**src/rtl/matrix_pkg.sv**
```systemverilog
// Shared constants, scan-state encoding and row-select helpers for the LED matrix scanner.
package matrix_pkg;

    localparam int ROWS  = 8;
    localparam int COLS  = 8;
    localparam int PTR_W = 3;

    // Two-hot-free encoding so that 2'b00 and 2'b11 are detectably illegal.
    typedef enum logic [1:0] {
        BLANK = 2'b01,
        SHOW  = 2'b10
    } scan_state_t;

    function automatic logic [ROWS-1:0] row_idle(input bit active_low);
        return active_low ? {ROWS{1'b1}} : {ROWS{1'b0}};
    endfunction

    function automatic logic [ROWS-1:0] row_select(input bit active_low,
                                                   input logic [PTR_W-1:0] ptr);
        logic [ROWS-1:0] onehot;
        onehot = ROWS'(1) << ptr;
        return active_low ? ~onehot : onehot;
    endfunction

endpackage

```
**src/rtl/row_buffer.sv**
```systemverilog
// 8x8 row register file: one write port with clear, a registered read port and a
// combinational tap that the scanner snapshots once per slot.
module row_buffer
    import matrix_pkg::*;
(
    input  logic               clk_i,
    input  logic               rst_ni,
    input  logic               wr_en_i,
    input  logic [PTR_W-1:0]   wr_idx_i,
    input  logic [COLS-1:0]    wr_data_i,
    input  logic               clear_i,
    input  logic [PTR_W-1:0]   rd_idx_i,
    output logic [COLS-1:0]    rd_data_o,
    input  logic [PTR_W-1:0]   scan_idx_i,
    output logic [COLS-1:0]    scan_data_o
);

    logic [ROWS-1:0][COLS-1:0] rows_flat;
    logic [COLS-1:0]           rd_data_q;

    genvar gi;
    generate
        for (gi = 0; gi < ROWS; gi++) begin : g_row
            logic [COLS-1:0] row_q;

            // Clear wins over a write landing in the same cycle.
            always_ff @(posedge clk_i or negedge rst_ni) begin
                if (!rst_ni) begin
                    row_q <= '0;
                end else if (clear_i) begin
                    row_q <= '0;
                end else if (wr_en_i && (wr_idx_i == PTR_W'(gi))) begin
                    row_q <= wr_data_i;
                end
            end

            assign rows_flat[gi] = row_q;
        end
    endgenerate

    // Reads the pre-write contents, so a same-cycle write shows up one cycle later.
    always_ff @(posedge clk_i or negedge rst_ni) begin
        if (!rst_ni) begin
            rd_data_q <= '0;
        end else begin
            rd_data_q <= rows_flat[rd_idx_i];
        end
    end

    assign rd_data_o   = rd_data_q;
    assign scan_data_o = rows_flat[scan_idx_i];

endmodule

```
**src/rtl/matrix_scan.sv**
```systemverilog
// Row buffer plus a blank/show time-multiplexer driving an 8x8 LED matrix, one row
// per SCAN_DIV-cycle slot, with BLANK_CYCLES of all-rows-off at the start of each slot.
module matrix_scan
    import matrix_pkg::*;
#(
    parameter int SCAN_DIV       = 1000,
    parameter int BLANK_CYCLES   = 4,
    parameter bit ROW_ACTIVE_LOW = 1'b1
) (
    input  logic             sysClk,
    input  logic             resetN,
    input  logic [2:0]       wrIndex,
    input  logic [7:0]       wrData,
    input  logic             writeStrobe,
    input  logic             clearAll,
    input  logic [2:0]       rdIndex,
    output logic [7:0]       rowRead,
    output logic [7:0]       rowSel,
    output logic [7:0]       colData,
    output logic             frameTick
);

    localparam int CNT_W = (SCAN_DIV > 1) ? $clog2(SCAN_DIV) : 1;
    localparam logic [CNT_W-1:0] BLANK_LAST = CNT_W'(BLANK_CYCLES - 1);
    localparam logic [CNT_W-1:0] SLOT_LAST  = CNT_W'(SCAN_DIV - 1);
    localparam logic [ROWS-1:0]  ROW_IDLE   = row_idle(ROW_ACTIVE_LOW);

    scan_state_t        state_q;
    logic [PTR_W-1:0]   row_ptr_q;
    logic [CNT_W-1:0]   cnt_q;
    logic [ROWS-1:0]    row_sel_q;
    logic [COLS-1:0]    col_data_q;
    logic               frame_tick_q;
    logic [COLS-1:0]    scan_row;

    row_buffer u_row_buffer (
        .clk_i       (sysClk),
        .rst_ni      (resetN),
        .wr_en_i     (writeStrobe),
        .wr_idx_i    (wrIndex),
        .wr_data_i   (wrData),
        .clear_i     (clearAll),
        .rd_idx_i    (rdIndex),
        .rd_data_o   (rowRead),
        .scan_idx_i  (row_ptr_q),
        .scan_data_o (scan_row)
    );

    // cnt runs 0..SCAN_DIV-1 across the whole slot; BLANK owns the first BLANK_CYCLES counts.
    always_ff @(posedge sysClk or negedge resetN) begin
        if (!resetN) begin
            state_q      <= BLANK;
            row_ptr_q    <= '0;
            cnt_q        <= '0;
            row_sel_q    <= ROW_IDLE;
            col_data_q   <= '0;
            frame_tick_q <= 1'b0;
        end else begin
            frame_tick_q <= 1'b0;
            case (state_q)
                BLANK: begin
                    cnt_q <= cnt_q + 1'b1;
                    if (cnt_q == BLANK_LAST) begin
                        state_q    <= SHOW;
                        row_sel_q  <= row_select(ROW_ACTIVE_LOW, row_ptr_q);
                        col_data_q <= scan_row;
                    end else begin
                        row_sel_q  <= ROW_IDLE;
                        col_data_q <= '0;
                    end
                end
                SHOW: begin
                    if (cnt_q == SLOT_LAST) begin
                        state_q      <= BLANK;
                        cnt_q        <= '0;
                        row_ptr_q    <= row_ptr_q + 1'b1;
                        row_sel_q    <= ROW_IDLE;
                        col_data_q   <= '0;
                        frame_tick_q <= (row_ptr_q == PTR_W'(ROWS - 1));
                    end else begin
                        cnt_q <= cnt_q + 1'b1;
                    end
                end
                default: begin
                    state_q    <= BLANK;
                    row_ptr_q  <= '0;
                    cnt_q      <= '0;
                    row_sel_q  <= ROW_IDLE;
                    col_data_q <= '0;
                end
            endcase
        end
    end

    assign rowSel    = row_sel_q;
    assign colData   = col_data_q;
    assign frameTick = frame_tick_q;

endmodule

```
**config.mk**
```make
export PLATFORM = sky130hd
export DESIGN_NAME = matrix_scan
export DESIGN_NICKNAME = d
export VERILOG_FILES = /design/src/rtl/matrix_pkg.sv /design/src/rtl/row_buffer.sv /design/src/rtl/matrix_scan.sv
export SDC_FILE = /design/constraint.sdc
export NUM_CORES = 1
export LEC_CHECK = 0
export ABC_AREA = 1
export CELL_PAD_IN_SITES_DETAIL_PLACEMENT = 0
export CELL_PAD_IN_SITES_GLOBAL_PLACEMENT = 2
export CORE_MARGIN = 2
export CORE_UTILIZATION = 35
export DETAILED_ROUTE_END_ITERATION = 12
export PLACE_DENSITY = 0.79
export SETUP_SLACK_MARGIN = 0.4
export SYNTH_ARGS = -nofsm -noshare
export SYNTH_HDL_FRONTEND = slang
export SYNTH_SLANG_ARGS = --single-unit
export TNS_END_PERCENT = 1
```
**constraint.sdc**
```tcl
create_clock -name sysClk -period 1.9 [get_ports sysClk]
set_input_delay 0.285 -clock sysClk [delete_from_list [all_inputs] [get_ports sysClk]]
set_output_delay 0.285 -clock sysClk [all_outputs]
set_load 0.01 [all_outputs]
```
==> results.ini <==
[layout]
utilization_pct = 43.2
synthToLayoutAreaGrowth_pct = 21.3
fillers = 1610
stdcell_count = 987
final_cell_mix = nand2_1 (205), dfrtp_1 (95), inv_1 (77), o21ai_0 (73), nand3_1 (51)
nets = 793
drive_gt1_share_pct = 13.6
layout_commonest_cell = nand2_1
diodes = 0

[sta]
skew_ns = 0.0109
tightest_slew_ns = 0.715
hold_viol = 0
fmax_mhz = 591
relSlewSlack_pct = 52.3
setup-tns-final_ns = 0
maxSlewViolCount = 0
setup_viol = 0
grt_setup_unrepaired = yes
layout_setup_ws_ns = 0.209
finalCritPeriodShare_pct = 89.0
final.min_clock_period_ns = 1.69

[floorplanning]
dieArea_mm2 = 0.0171
fp.dieH_um = 131
rows = 46
core_mm2 = 0.0158
pin_count = 43
start_util_pct = 35.6
die_w_um = 131

[worst_setup_path]
worstPathRequired_ns = 1.62
cp.arrival_ns = 1.41
critical-path-max-stage-delay_ns = 0.53
critPathMaxFanout = 2
cpMaxStageDelayCell = dfstp_2
critical-path-top-delay-family = flip-flops
startpoint_type = register
crit_buf_inv = 1
critical_path_class = register to output port
crit_chain = clkdlybuf4s50_1
crit-reg2reg-launch = cnt_q[0]
cp-end-kind = output port
crit_start = rowSel[7]

[outcome]
outcome = completed

[global_route]
grt_use_total_pct = 19.0
grt_pass1_wl_um = 24500
grt_max_degree = 43
antenna_found_initial = 0
grt_pass1_vias = 4508
gr-total-overflow = 0

[drt]
ant_nets = 0
dr.pass1.iters = 5
vias_per_cell = 4.75
vias = 4690
wl_per_cell_um = 15.3
totalWireLength_um = 15100
dr.first_iter.drc_count = 283
drc = 0

[clock_network]
cts_num_sinks = 104
cts_root_buf = clkbuf_16
cts_made_buffers = 9
insertion_delay_ns = 0.35
post-cts-setup-buffers = 0
cts_max_level = 3
clk_pin_slew_ns = 0.07
cts_buffer_depth = 2
cts_tree = yes

[placed_design]
hpwl_um = 10400
placed_cells = 970
place.gp.congestion = 0.791
portBuffers = 42
pre_cts_ws_ns = 0.0174

[min_path]
min_path_type = primary input to asynchronous set/reset pin

[yosys]
synth_area_mm2 = 0.00562
synth_fp_nets = 735
ys_ff_latch = 104
syn-instance-count = 708
seq_area_frac_synth_pct = 46.5
ys_warn_count = 0
synthDistinctLibCells = 34
syn_area_per_cell_um2 = 7.94

[pwr]
p_per_area_mw_per_mm2 = 768
p_leak_uw = 0.00317
peakVddDrop_mv = 0.448

[run]
maxCapViolCount = 0

==> layout make-up <==
cell class | count | area, um2 | share of cell area (%)
well taps | 216 | 270 | 3.97
flip-flops and latches | 104 | 2610 | 38.4
clock inverters | 3 | 65.1 | 0.955
multi-input cells | 486 | 2510 | 36.8
repair buffers | 79 | 774 | 11.4
clock buffers | 13 | 260 | 3.82
inverters | 86 | 325 | 4.77
==> per-stage QoR <==
| step | area (um2) | power, uW | hold WS, ns |
|---|---|---|---|
| finish | 6820 | 5230 | 0.421 |
| global route | 6820 | 5480 | 0.448 |
| CTS | 6800 | 5290 | 0.429 |
| detailed placement | 6470 | 3230 | 0.262 |
| global placement | 6470 | 3220 | 0.261 |
| floorplan | 5620 | 2870 | -0.0106 |
==> flip-flops by register name (all words and copies together), names as in the netlist <==
signal and count:
row_ptr_q 3, rowSel 8, cnt_q 10, state_q 2, u_row_buffer.rd_data_o 8, u_row_buffer.g_row.row_q 64
frameTick 1, colData 8
==> power by group <==
part	total, uW	switching (uW)	internal [uW]	leakage, uW
clock	2050	822	1230	0.000160
sequential	2460	95.1	2370	0.00132
combinational	719	395	324	0.00170
total	5230	1310	3920	0.00317
==> synthesized netlist by cell type (all sizes together) <==
cell type / count / share of area (%)
ha: 9 / 2.0
dfrtp: 95 / 42
inv: 85 / 5.7
nand3: 52 / 4.9
clkbuf: 7 / 0.47
mux2: 24 / 4.8
nor3b: 1 / 0.13
o31ai: 1 / 0.38
o21ai: 76 / 7.0
nand4: 8 / 0.89
o21bai: 8 / 1.1
a21oi: 33 / 2.9
clkinv: 1 / 0.067
xnor2: 1 / 0.16
nor2: 45 / 3.2
nand2: 211 / 15
dfstp: 9 / 4.2
nor3: 2 / 0.18
buf: 25 / 2.8
xor2: 7 / 1.1
o21a: 8 / 1.1
==> routing by layer <==
metal | vias up | track usage (%) | part of all wire, %
li1 | 2367 | - | -
met1 | 2224 | 26.8 | 49
met2 | 87 | 30.9 | 46
met3 | 12 | 2.36 | 3.1
met4 | 0 | 5.44 | 1.3
met5 | - | 0 | 0
==> logic make-up (layout without fill, tap and decap cells) <==
| kind of cell | Yosys count | after routing | synth area share [%] |
|---|---|---|---|
| XOR/XNOR | 8 | 8 | 1.25 |
| AND/OR/NAND/NOR | 319 | 319 | 23.9 |
| multiplexers | 24 | 24 | 4.81 |
| AO/OA/AOI/OAI | 126 | 126 | 12.4 |
| flip-flops | 104 | 104 | 46.5 |
| adder cells (fa/ha/maj) | 9 | 9 | 2.00 |
| buffers and inverters | 118 | 181 | 9.09 |
==> repair_timing <==
item                                   in CTS  in global routing
hold buffers                                1                  0
setup endpoints to repair                  65                 87
gates resized for setup                     1                  3
endpoints found under the hold margin      28                  0
==> worst paths after layout <==
kind                                                  end  slack, ns  cells after the start
hold / removal                                   cnt_q[4]       0.42                      2
setup / recovery                                rowSel[7]       0.21                      1
min in group sysClk                             rowSel[1]       0.46                      2
setup reg to reg                                 cnt_q[8]       0.34                      8
max in group asynchronous  u_row_buffer.g_row[2].row_q[5]       0.75                      4
hold reg to reg                                 rowSel[1]       0.46                      2
(Power assumes the default switching activity.)
